File: src/rtl/sprite_fetch_arbiter_if.sv
// sprite_fetch_arbiter_if: requester slots, per-slot line buffers and the shared
// sprite-ROM port of the sprite fetch arbiter, bundled as one interface.
// slave  : the arbiter side (consumes requests and ROM data).
// master : the environment side (requesters plus the ROM itself).
interface sprite_fetch_arbiter_if #(
  parameter int NUM_REQ = 4
);

  logic [NUM_REQ-1:0]   req;
  logic [4*NUM_REQ-1:0] req_sprite_id;
  logic [2*NUM_REQ-1:0] req_orientation;
  logic [3*NUM_REQ-1:0] req_line;
  logic [NUM_REQ-1:0]   ack;
  logic [8*NUM_REQ-1:0] line_data;
  logic [NUM_REQ-1:0]   line_valid;
  logic                 busy;
  logic                 rom_read_enable;
  logic [1:0]           rom_orientation;
  logic [3:0]           rom_sprite_ID;
  logic [2:0]           rom_line_index;
  logic [7:0]           rom_data;

  modport slave (
    input  req, req_sprite_id, req_orientation, req_line, rom_data,
    output ack, line_data, line_valid, busy,
    output rom_read_enable, rom_orientation, rom_sprite_ID, rom_line_index
  );

  modport master (
    output req, req_sprite_id, req_orientation, req_line, rom_data,
    input  ack, line_data, line_valid, busy,
    input  rom_read_enable, rom_orientation, rom_sprite_ID, rom_line_index
  );

endinterface

File: src/rtl/sprite_fetch_arbiter.sv
// sprite_fetch_arbiter: lets NUM_REQ requester slots share one combinational
// sprite ROM. A grant takes two cycles (IDLE registers the ROM address, READ
// captures the ROM line into the slot buffer) and is followed by a one-cycle ack.
// A slot whose ack is high is masked from arbitration so a request that is being
// dropped is never granted twice.
// Build option: define SPRITE_ARB_PRIORITY_EN to give slot 0 (player) strict
// priority, with round-robin among the remaining slots. Default is pure round-robin.
module sprite_fetch_arbiter #(
  parameter int NUM_REQ = 4
) (
  input  logic                  clk,
  input  logic                  reset,
  sprite_fetch_arbiter_if.slave bus
);

  localparam int IDX_W = $clog2(NUM_REQ);
  localparam logic [NUM_REQ-1:0] ONE_LSB  = {{(NUM_REQ-1){1'b0}}, 1'b1};
  localparam logic [IDX_W-1:0]   LAST_RST = IDX_W'(NUM_REQ-1);

  typedef enum logic [0:0] {
    S_IDLE = 1'b0,
    S_READ = 1'b1
  } state_e;

  state_e               state_q, state_d;
  logic [IDX_W-1:0]     last_grant_q, last_grant_d;
  logic [IDX_W-1:0]     winner_q, winner_d;
  logic [NUM_REQ-1:0]   ack_q, ack_d;
  logic [8*NUM_REQ-1:0] line_data_q, line_data_d;
  logic [NUM_REQ-1:0]   line_valid_q, line_valid_d;
  logic                 busy_q, busy_d;
  logic                 rom_read_enable_q, rom_read_enable_d;
  logic [3:0]           rom_sprite_id_q, rom_sprite_id_d;
  logic [1:0]           rom_orientation_q, rom_orientation_d;
  logic [2:0]           rom_line_index_q, rom_line_index_d;

  logic [NUM_REQ-1:0]   eligible_s;
  logic                 grant_s;
  logic [IDX_W-1:0]     pick_s;
  logic                 update_last_s;
  logic [NUM_REQ-1:0]   pick_oh_s;
  logic [NUM_REQ-1:0]   winner_oh_s;
  logic [3:0]           sel_sprite_id_s;
  logic [1:0]           sel_orientation_s;
  logic [2:0]           sel_line_s;

  // Round-robin search starting just after 'last'; returns {found, index}.
  // Candidates are visited farthest-first so the nearest eligible slot wins.
  function automatic logic [IDX_W:0] rr_pick(input logic [NUM_REQ-1:0] elig,
                                             input logic [IDX_W-1:0]   last);
    logic [IDX_W:0]   res;
    logic [IDX_W-1:0] cand_idx;
    int               cand;
    res = '0;
    for (int off = NUM_REQ; off >= 1; off--) begin
      cand = int'(last) + off;
      cand = (cand >= NUM_REQ) ? (cand - NUM_REQ) : cand;
      cand_idx = IDX_W'(cand);
      res = elig[cand_idx] ? {1'b1, cand_idx} : res;
    end
    return res;
  endfunction

  // Choose a winner among requesting slots that are not being acked this cycle.
  always_comb begin
    eligible_s = bus.req & ~ack_q;
`ifdef SPRITE_ARB_PRIORITY_EN
    if (eligible_s[0]) begin
      grant_s       = 1'b1;
      pick_s        = '0;
      update_last_s = 1'b0;
    end else begin
      {grant_s, pick_s} = rr_pick(eligible_s, last_grant_q);
      update_last_s     = grant_s;
    end
`else
    {grant_s, pick_s} = rr_pick(eligible_s, last_grant_q);
    update_last_s     = grant_s;
`endif
  end

  // Route the picked slot's request fields toward the ROM address registers.
  always_comb begin
    pick_oh_s         = ONE_LSB << pick_s;
    winner_oh_s       = ONE_LSB << winner_q;
    sel_sprite_id_s   = 4'h0;
    sel_orientation_s = 2'd0;
    sel_line_s        = 3'd0;
    for (int i = 0; i < NUM_REQ; i++) begin
      sel_sprite_id_s   = sel_sprite_id_s   | (bus.req_sprite_id[4*i +: 4]   & {4{pick_oh_s[i]}});
      sel_orientation_s = sel_orientation_s | (bus.req_orientation[2*i +: 2] & {2{pick_oh_s[i]}});
      sel_line_s        = sel_line_s        | (bus.req_line[3*i +: 3]        & {3{pick_oh_s[i]}});
    end
  end

  // FSM state register.
  always_ff @(posedge clk or negedge reset) begin
    if (!reset) begin
      state_q <= S_IDLE;
    end else begin
      state_q <= state_d;
    end
  end

  // FSM next state: IDLE -> READ on a grant, READ always returns to IDLE.
  always_comb begin
    state_d = state_q;
    case (state_q)
      S_IDLE: begin
        if (grant_s) begin
          state_d = S_READ;
        end else begin
          state_d = S_IDLE;
        end
      end
      S_READ:  state_d = S_IDLE;
      default: state_d = S_IDLE;
    endcase
  end

  // FSM outputs: issue the ROM address at grant, capture and ack in READ.
  always_comb begin
    winner_d          = winner_q;
    last_grant_d      = last_grant_q;
    ack_d             = '0;
    line_data_d       = line_data_q;
    line_valid_d      = line_valid_q;
    rom_read_enable_d = 1'b0;
    rom_sprite_id_d   = rom_sprite_id_q;
    rom_orientation_d = rom_orientation_q;
    rom_line_index_d  = rom_line_index_q;
    busy_d            = (state_d == S_READ);
    case (state_q)
      S_IDLE: begin
        if (grant_s) begin
          winner_d          = pick_s;
          last_grant_d      = update_last_s ? pick_s : last_grant_q;
          line_valid_d      = line_valid_q & ~pick_oh_s;
          rom_read_enable_d = 1'b1;
          rom_sprite_id_d   = sel_sprite_id_s;
          rom_orientation_d = sel_orientation_s;
          rom_line_index_d  = sel_line_s;
        end else begin
          rom_read_enable_d = 1'b0;
        end
      end
      S_READ: begin
        ack_d        = winner_oh_s;
        line_valid_d = line_valid_q | winner_oh_s;
        for (int i = 0; i < NUM_REQ; i++) begin
          line_data_d[8*i +: 8] = winner_oh_s[i] ? bus.rom_data : line_data_q[8*i +: 8];
        end
      end
      default: begin
        ack_d = '0;
      end
    endcase
  end

  // Datapath and output registers; reset blanks every line buffer.
  always_ff @(posedge clk or negedge reset) begin
    if (!reset) begin
      last_grant_q      <= LAST_RST;
      winner_q          <= '0;
      ack_q             <= '0;
      line_data_q       <= {NUM_REQ{8'hFF}};
      line_valid_q      <= '0;
      busy_q            <= 1'b0;
      rom_read_enable_q <= 1'b0;
      rom_sprite_id_q   <= 4'hF;
      rom_orientation_q <= 2'd0;
      rom_line_index_q  <= 3'd0;
    end else begin
      last_grant_q      <= last_grant_d;
      winner_q          <= winner_d;
      ack_q             <= ack_d;
      line_data_q       <= line_data_d;
      line_valid_q      <= line_valid_d;
      busy_q            <= busy_d;
      rom_read_enable_q <= rom_read_enable_d;
      rom_sprite_id_q   <= rom_sprite_id_d;
      rom_orientation_q <= rom_orientation_d;
      rom_line_index_q  <= rom_line_index_d;
    end
  end

  assign bus.ack             = ack_q;
  assign bus.line_data       = line_data_q;
  assign bus.line_valid      = line_valid_q;
  assign bus.busy            = busy_q;
  assign bus.rom_read_enable = rom_read_enable_q;
  assign bus.rom_sprite_ID   = rom_sprite_id_q;
  assign bus.rom_orientation = rom_orientation_q;
  assign bus.rom_line_index  = rom_line_index_q;

endmodule
File: src/flat_wrapper.sv
// flat-port wrapper written by rule: the top's interface ports become plain ports
module sprite_fetch_arbiter_flat 
#(
  parameter int NUM_REQ = 4
)
  (clk, reset, bus_req, bus_req_sprite_id, bus_req_orientation, bus_req_line, bus_rom_data, bus_ack, bus_line_data, bus_line_valid, bus_busy, bus_rom_read_enable, bus_rom_orientation, bus_rom_sprite_ID, bus_rom_line_index);
  sprite_fetch_arbiter_if #(.NUM_REQ(NUM_REQ)) bus_i ();
  input  logic clk;
  input  logic reset;
  input wire logic [$bits(bus_i.req)-1:0] bus_req;
  input wire logic [$bits(bus_i.req_sprite_id)-1:0] bus_req_sprite_id;
  input wire logic [$bits(bus_i.req_orientation)-1:0] bus_req_orientation;
  input wire logic [$bits(bus_i.req_line)-1:0] bus_req_line;
  input wire logic [$bits(bus_i.rom_data)-1:0] bus_rom_data;
  output wire logic [$bits(bus_i.ack)-1:0] bus_ack;
  output wire logic [$bits(bus_i.line_data)-1:0] bus_line_data;
  output wire logic [$bits(bus_i.line_valid)-1:0] bus_line_valid;
  output wire logic [$bits(bus_i.busy)-1:0] bus_busy;
  output wire logic [$bits(bus_i.rom_read_enable)-1:0] bus_rom_read_enable;
  output wire logic [$bits(bus_i.rom_orientation)-1:0] bus_rom_orientation;
  output wire logic [$bits(bus_i.rom_sprite_ID)-1:0] bus_rom_sprite_ID;
  output wire logic [$bits(bus_i.rom_line_index)-1:0] bus_rom_line_index;
  assign bus_i.req = bus_req;
  assign bus_i.req_sprite_id = bus_req_sprite_id;
  assign bus_i.req_orientation = bus_req_orientation;
  assign bus_i.req_line = bus_req_line;
  assign bus_i.rom_data = bus_rom_data;
  assign bus_ack = bus_i.ack;
  assign bus_line_data = bus_i.line_data;
  assign bus_line_valid = bus_i.line_valid;
  assign bus_busy = bus_i.busy;
  assign bus_rom_read_enable = bus_i.rom_read_enable;
  assign bus_rom_orientation = bus_i.rom_orientation;
  assign bus_rom_sprite_ID = bus_i.rom_sprite_ID;
  assign bus_rom_line_index = bus_i.rom_line_index;
  sprite_fetch_arbiter #(.NUM_REQ(NUM_REQ)) u_core (.clk(clk), .reset(reset), .bus(bus_i));
endmodule
File: config.mk
export PLATFORM = sky130hd
export DESIGN_NAME = sprite_fetch_arbiter_flat
export DESIGN_NICKNAME = d
export VERILOG_FILES = /design/src/rtl/sprite_fetch_arbiter_if.sv /design/src/rtl/sprite_fetch_arbiter.sv /design/src/flat_wrapper.sv
export SDC_FILE = /design/constraint.sdc
export NUM_CORES = 1
export LEC_CHECK = 0
export BUFFER_PORTS_ARGS = -buffer_cell sky130_fd_sc_hd__buf_2
export CELL_PAD_IN_SITES_DETAIL_PLACEMENT = 1
export CELL_PAD_IN_SITES_GLOBAL_PLACEMENT = 2
export CORE_MARGIN = 2
export CORE_UTILIZATION = 31
export DETAILED_ROUTE_END_ITERATION = 10
export GPL_TIMING_DRIVEN = 0
export PLACE_DENSITY_LB_ADDON = 0.1
export SLEW_MARGIN = 30
export SYNTH_ARGS = -nofsm -noshare
export SYNTH_HDL_FRONTEND = slang
export SYNTH_SLANG_ARGS = --single-unit
export TNS_END_PERCENT = 10
File: constraint.sdc
create_clock -name clk -period 3.9 [get_ports clk]
set_input_delay 0.39 -clock clk [delete_from_list [all_inputs] [get_ports clk]]
set_output_delay 0.39 -clock clk [all_outputs]
set_load 0.02 [all_outputs]
; After elaboration in Yosys (flattened, before gate mapping)
; Cells that the tools add are included.
[word_totals]
register_bits = 55
out_inout_bits = 51
word_cells = 86
[classes]
n_addsub = 8
magnitude_cmp = 8
eq_ne = 1
shifts = 2
n_mux = 22
bitwise_logic = 27
n_reduce_logical = 5
[ops]
columns = cell, n
row1 = AND 4 bit, 6
row2 = bitwise OR 4 bit, 4
row3 = AND 3 bit, 4
row4 = < comparator 2 x 3 -> 1 bit (second input constant), 4
row5 = 2-to-1 mux 3 bit, 4
row6 = AND reduction 2 bit, 5
row7 = >= comparator 3 bit (second input constant), 3
row8 = bitwise OR 3 bit, 3
row9 = AND 2 bit, 4
row10 = binary-select mux 1 bit (select 2 bit), 4
row11 = 2-to-1 mux 2 bit, 4
row12 = 2-to-1 mux 4 bit, 2
row13 = inverter 4 bit, 2
row14 = one-hot mux 4 bit (2 select lines), 1
row15 = left shift 1 x 2 -> 4 bit (first input constant), 2
row16 = subtractor 2 x 1 -> 2 bit (second input constant), 4
row17 = adder 2 x 2 -> 3 bit (second input constant), 2
row18 = 2-to-1 mux 1 bit, 6
row19 = bitwise OR 2 bit, 3
row20 = adder 2 x 3 -> 4 bit (second input constant), 1
row21 = >= comparator 4 x 3 -> 1 bit (second input constant), 1
row22 = adder 2 x 1 -> 3 bit (second input constant), 1
row23 = != test 2 x 1 -> 1 bit (second input constant), 1
row24 = one-hot mux 1 bit (2 select lines), 1
row25 = inverter 1 bit, 1

; Longest topological paths before layout
[depth]
word_depth = 14
mapped_depth = 8

; Worst setup path before layout
; Ideal clock, no wire load.
[synth_path]
path_type = register to register
start = reg u_core.ack_q[2], in the netlist u_core.bus.ack[2]
end = reg u_core.rom_sprite_id_q[2], in the netlist u_core.bus.rom_sprite_ID[2]
arrival_time_ps = 1663
slack_ps = 2160
path_stages_with_launch = 8
path_buffers = 2
synth_period_minus_slack_ps = 1740
cell_sequence = dfrtp_1 -> nand2b_1 -> buf_6 -> o211ai_1 -> buf_4 -> and2_4 -> nand3_1 -> a31oi_1
[synth_via]
elab_chain_cells = 13
elab_cells_between_ends = 23
cone_classes = shift: 1 / mux: 12 / bitwise: 9 / reduce/logical: 1
[synth_rtl]
columns = element, line
row1 = start: declaration, sprite_fetch_arbiter.sv:28  ; logic [NUM_REQ-1:0] ack_q, ack_d;
row2 = start signal: assignment, sprite_fetch_arbiter.sv:176  ; ack_q <= ack_d;
row3 = inverter 4 bit *, sprite_fetch_arbiter.sv:66  ; eligible_s = bus.req & ~ack_q;
row4 = AND 4 bit *, sprite_fetch_arbiter.sv:66
row5 = binary-select mux 1 bit (select 2 bit), sprite_fetch_arbiter.sv:59  ; res = elig[cand_idx] ? {1'b1, cand_idx} : res;
row6 = 2-to-1 mux 1 bit (implied by the code), sprite_fetch_arbiter.sv:59
row7 = 2-to-1 mux 3 bit (3 in series), sprite_fetch_arbiter.sv:59
row8 = 2-to-1 mux 3 bit *, sprite_fetch_arbiter.sv:59
row9 = left shift 1 x 2 -> 4 bit, sprite_fetch_arbiter.sv:84  ; pick_oh_s = ONE_LSB << pick_s;
row10 = AND 4 bit, sprite_fetch_arbiter.sv:90  ; sel_sprite_id_s = sel_sprite_id_s | (bus.req_sprite_id[4*i +: 4] & {4{pick_oh_s[i]}});
row11 = bitwise OR 4 bit (3 in series), sprite_fetch_arbiter.sv:90
row12 = end signal: assignment, sprite_fetch_arbiter.sv:181  ; rom_sprite_id_q <= rom_sprite_id_d;
row13 = end: declaration, sprite_fetch_arbiter.sv:33  ; logic [3:0] rom_sprite_id_q, rom_sprite_id_d;
; Mark *: on every way between the ends. The rest lies on a longest branch, timed or not. The select of a mux whose other input is x is not followed.
; A chain may end at the register's enable or synchronous reset.

; Worst setup path after layout
[layout_path]
start = reg u_core.ack_q[2], in the netlist u_core.bus.ack[2]
end = reg u_core.rom_line_index_q[0], in the netlist u_core.bus.rom_line_index[0]
[layout_via]
elab_chain_cells = 13
elab_cells_between_ends = 23
cone_classes = shift: 1 / mux: 12 / bitwise: 9 / reduce/logical: 1
[layout_rtl]
columns = element, line
row1 = inverter 4 bit *, sprite_fetch_arbiter.sv:66
row2 = AND 4 bit *, sprite_fetch_arbiter.sv:66
row3 = binary-select mux 1 bit (select 2 bit), sprite_fetch_arbiter.sv:59
row4 = 2-to-1 mux 1 bit (implied by the code), sprite_fetch_arbiter.sv:59
row5 = 2-to-1 mux 3 bit (3 in series), sprite_fetch_arbiter.sv:59
row6 = 2-to-1 mux 3 bit *, sprite_fetch_arbiter.sv:59
row7 = left shift 1 x 2 -> 4 bit, sprite_fetch_arbiter.sv:84
row8 = AND 3 bit, sprite_fetch_arbiter.sv:92  ; sel_line_s = sel_line_s | (bus.req_line[3*i +: 3] & {3{pick_oh_s[i]}});
row9 = bitwise OR 3 bit (3 in series), sprite_fetch_arbiter.sv:92
row10 = end signal: assignment, sprite_fetch_arbiter.sv:183  ; rom_line_index_q <= rom_line_index_d;
row11 = end: declaration, sprite_fetch_arbiter.sv:35  ; logic [2:0] rom_line_index_q, rom_line_index_d;
; Marks and branches as above.

==> out/qor.yml <==
placed_design:
  port_buffers: 100
  gp_congestion: 0.7596
  dp_hpwl_mm: 5.645
  dp_slack_ns: 1.720
  place_inst: 459
layout:
  drive_gt1_frac: 0.4862
  fin_cells: 467
  seq_area_sq_um: 1399
  fin_nets: 411
  mostFrequentLayoutCells: "102 x buf_2, 58 x nand2_1, 38 x dfstp_2, 16 x mux2_2, 16 x dfrtp_1"
  syn_to_final_growth_pct: 28.86
  fill_cells: 980
  num_antenna_cells: 0
  multiInputGateArea_sq_um: 1112
  final_common_cell: "buf_2"
cts:
  clock_sink_count: 54
  tritoncts: "yes"
  cts-root-buf: "clkbuf_8"
  holdBufCountCts: 0
  cts_resized: 0
  cts_buffers: 5
  worst_skew_pair.late_latency_ns: 0.30
  post-cts-setup-buffers: 0
  clockBufferDepth: 2
  cts.clk_slew.worst_paths_ns: 0.10
  cts_max_level: 2
routing:
  vias_per_cell: 4.912
  drcViolationCount: 0
  wl_per_cell_microns: 16.69
  routed_wl_mm: 7.793
  ant_nets: 0
  vias: 2294
  firstDrtPassIters: 4
  drt-initial-drc-count: 71
critical_path:
  cp.required_ns: 4.08
  cp.arrival_ns: 2.34
  crit_type: "flop to flop"
  end_kind: "flop"
  worstSetupStartpointType: "flop"
  cp_max_fo: 10
synth:
  yosys.area_share.xor_xnor: 0
  ys_seq_area_frac: 0.5396
  synth_area_per_cell_sq_um: 10.21
  synthSimpleGateAreaFrac: 0.1863
  synthFlopType: "dfstp_2"
  synthMuxAreaShare: 0.06950
  async_flop_share: 1.000
  synth_top_family_by_area: "simple AND/OR/NAND/NOR gates"
  yosys.area.top_type: "dfstp_2"
  synth_compound_area_frac: 0.1713
  synth_edf_count: 0
  synthTopCellsByArea: "dfstp_2 39%, dfrtp_1 15%, nand2_1 8.4%"
  synth_top_area_share: 0.3851
  synth_adder_area_share: 0
  syn_nets: 304
  synth_seq_cells: 54
  synthCells: 254
  ys_types: 41
  synth_area_sq_um: 2592
  synth_warnings: 0
floorplan:
  die_area_sq_um: 9111
  die_width_microns: 95.45
  die_h_microns: 95.45
  num_rows: 33
  core_region_area_sq_um: 8175
  initial_core_util: 0.3171
  ioPinCount: 101
sta:
  setup_ws_ns: 1.742
  hold_viol: 0
  finalCritPeriodShare: 0.5533
  rsz0062_at_grt: "false"
  finalMaxSlewViolations: 0
  relSlewSlack: 0.4610
  min_period_ns: 2.158
  max_clock_freq_mhz: 463.4
  finalClockSkew_ns: 0.009231
  max_slew.worst_pin.slew_ns: 0.8050
  fin_tns_setup_ns: 0
  setup_viol: 0
status:
  status: "finished, final reports clean"
grt:
  grt_pass1_wl_mm: 12.38
  grt-ovfl-total: 0
  gr-usage-all-layers: 0.1784
  grt_pass1_vias: 2431
  grt_antenna_before_repair: 0
  grt_max_degree: 55
worst_hold_path:
  hold_path_class: "primary input to async pin"
power:
  vdd_drop_max_mv: 0.3257
  p_leak_nw: 1.587
  p_per_area_nw_per_um2: 949.4
job:
  cap_viol_max_count: 0
==> layout make-up <==
type / instances / area share
flip-flops and latches: 54 / 0.4187
multi-input cells: 184 / 0.3330
repair buffers: 100 / 0.1506
well taps: 105 / 0.03933
clock buffers: 6 / 0.02172
plain buffers: 10 / 0.01910
clock inverters: 2 / 0.01086
inverters: 6 / 0.006742
==> registers in the layout (all words and copies together) (netlist names) <==
register / flops
u_core.bus.rom_sprite_ID: 4
u_core.bus.rom_orientation: 2
u_core.bus.line_data: 32
u_core.bus.ack: 4
u_core.winner_q: 2
u_core.bus.line_valid: 4
u_core.bus.rom_line_index: 3
u_core.bus.rom_read_enable: 1
u_core.last_grant_q: 2
==> critical path: stages, from the launching register on <==
cell,delay [ns]
dfrtp_1,0.39
nand2b_1,0.16
buf_6,0.15
o211ai_1,0.65
buf_4,0.30
a21boi_0,0.10
o21ai_0,0.18
a31oi_1,0.10
==> routing by layer <==
| layer | GRT usage | vias up | routed length (microns) |
|---|---|---|---|
| met5 | 0 | - | 0 |
| met4 | 0.04048 | 0 | 57 |
| met3 | 0.03636 | 7 | 378 |
| met2 | 0.2952 | 57 | 3756 |
| met1 | 0.2411 | 1135 | 3601 |
| li1 | - | 1095 | - |
==> logic make-up after synthesis <==
logic type	Yosys count
simple gates	101
buf+inv	16
flops	54
compound gates	67
mux	16
==> cell usage after synthesis, types with 2 or more instances <==
library cell / count
nand2b_1: 4
o21ai_1: 7
nand2_1: 58
buf_2: 3
nand3b_1: 2
dfrtp_1: 16
a21boi_1: 3
nor2_1: 15
buf_6: 2
nor2b_1: 2
a21oi_1: 13
a31oi_1: 11
o22ai_1: 2
a21boi_0: 8
mux2_2: 16
and3_1: 9
nand3_1: 4
buf_4: 2
o21ai_0: 12
clkbuf_1: 3
inv_1: 4
clkinv_1: 2
dfstp_2: 38
==> final timing paths <==
check,slack [ns],end,cells after the start,from
max in group asynchronous,3.30,u_core.bus.rom_line_index[0],1,reset
worst min-delay path,0.11,u_core.bus.rom_line_index[2],1,reset
worst max-delay path,1.74,u_core.bus.rom_line_index[0],7,u_core.bus.ack[2]
worst min register to register,0.46,u_core.bus.line_data[23],2,u_core.bus.line_data[23]
min in group clk,0.29,u_core.bus.line_data[14],3,bus_rom_data[6]
worst max register to register,1.74,u_core.bus.rom_line_index[0],7,u_core.bus.ack[2]
==> metrics by stage <==
| stage | total power (W) | cell area [sq um] | utilization | hold slack [ns] |
|---|---|---|---|---|
| floorplan | 0.002261 | 2592 | - | 0.09441 |
| global placement | 0.002782 | 3224 | 0.3944 | 0.4450 |
| detailed placement | 0.002824 | 3227 | 0.3947 | 0.4498 |
| CTS | 0.003216 | 3336 | 0.4080 | 0.1474 |
| global route | 0.003432 | 3341 | 0.4086 | 0.1486 |
| finish | 0.003172 | 3341 | 0.4086 | 0.1140 |
==> power breakdown <==
group          switching, W  internal (W)
combinational       0.00104      0.000605
sequential         0.000159      0.000982
clock              0.000189      0.000193
(Power assumes the default switching activity.)
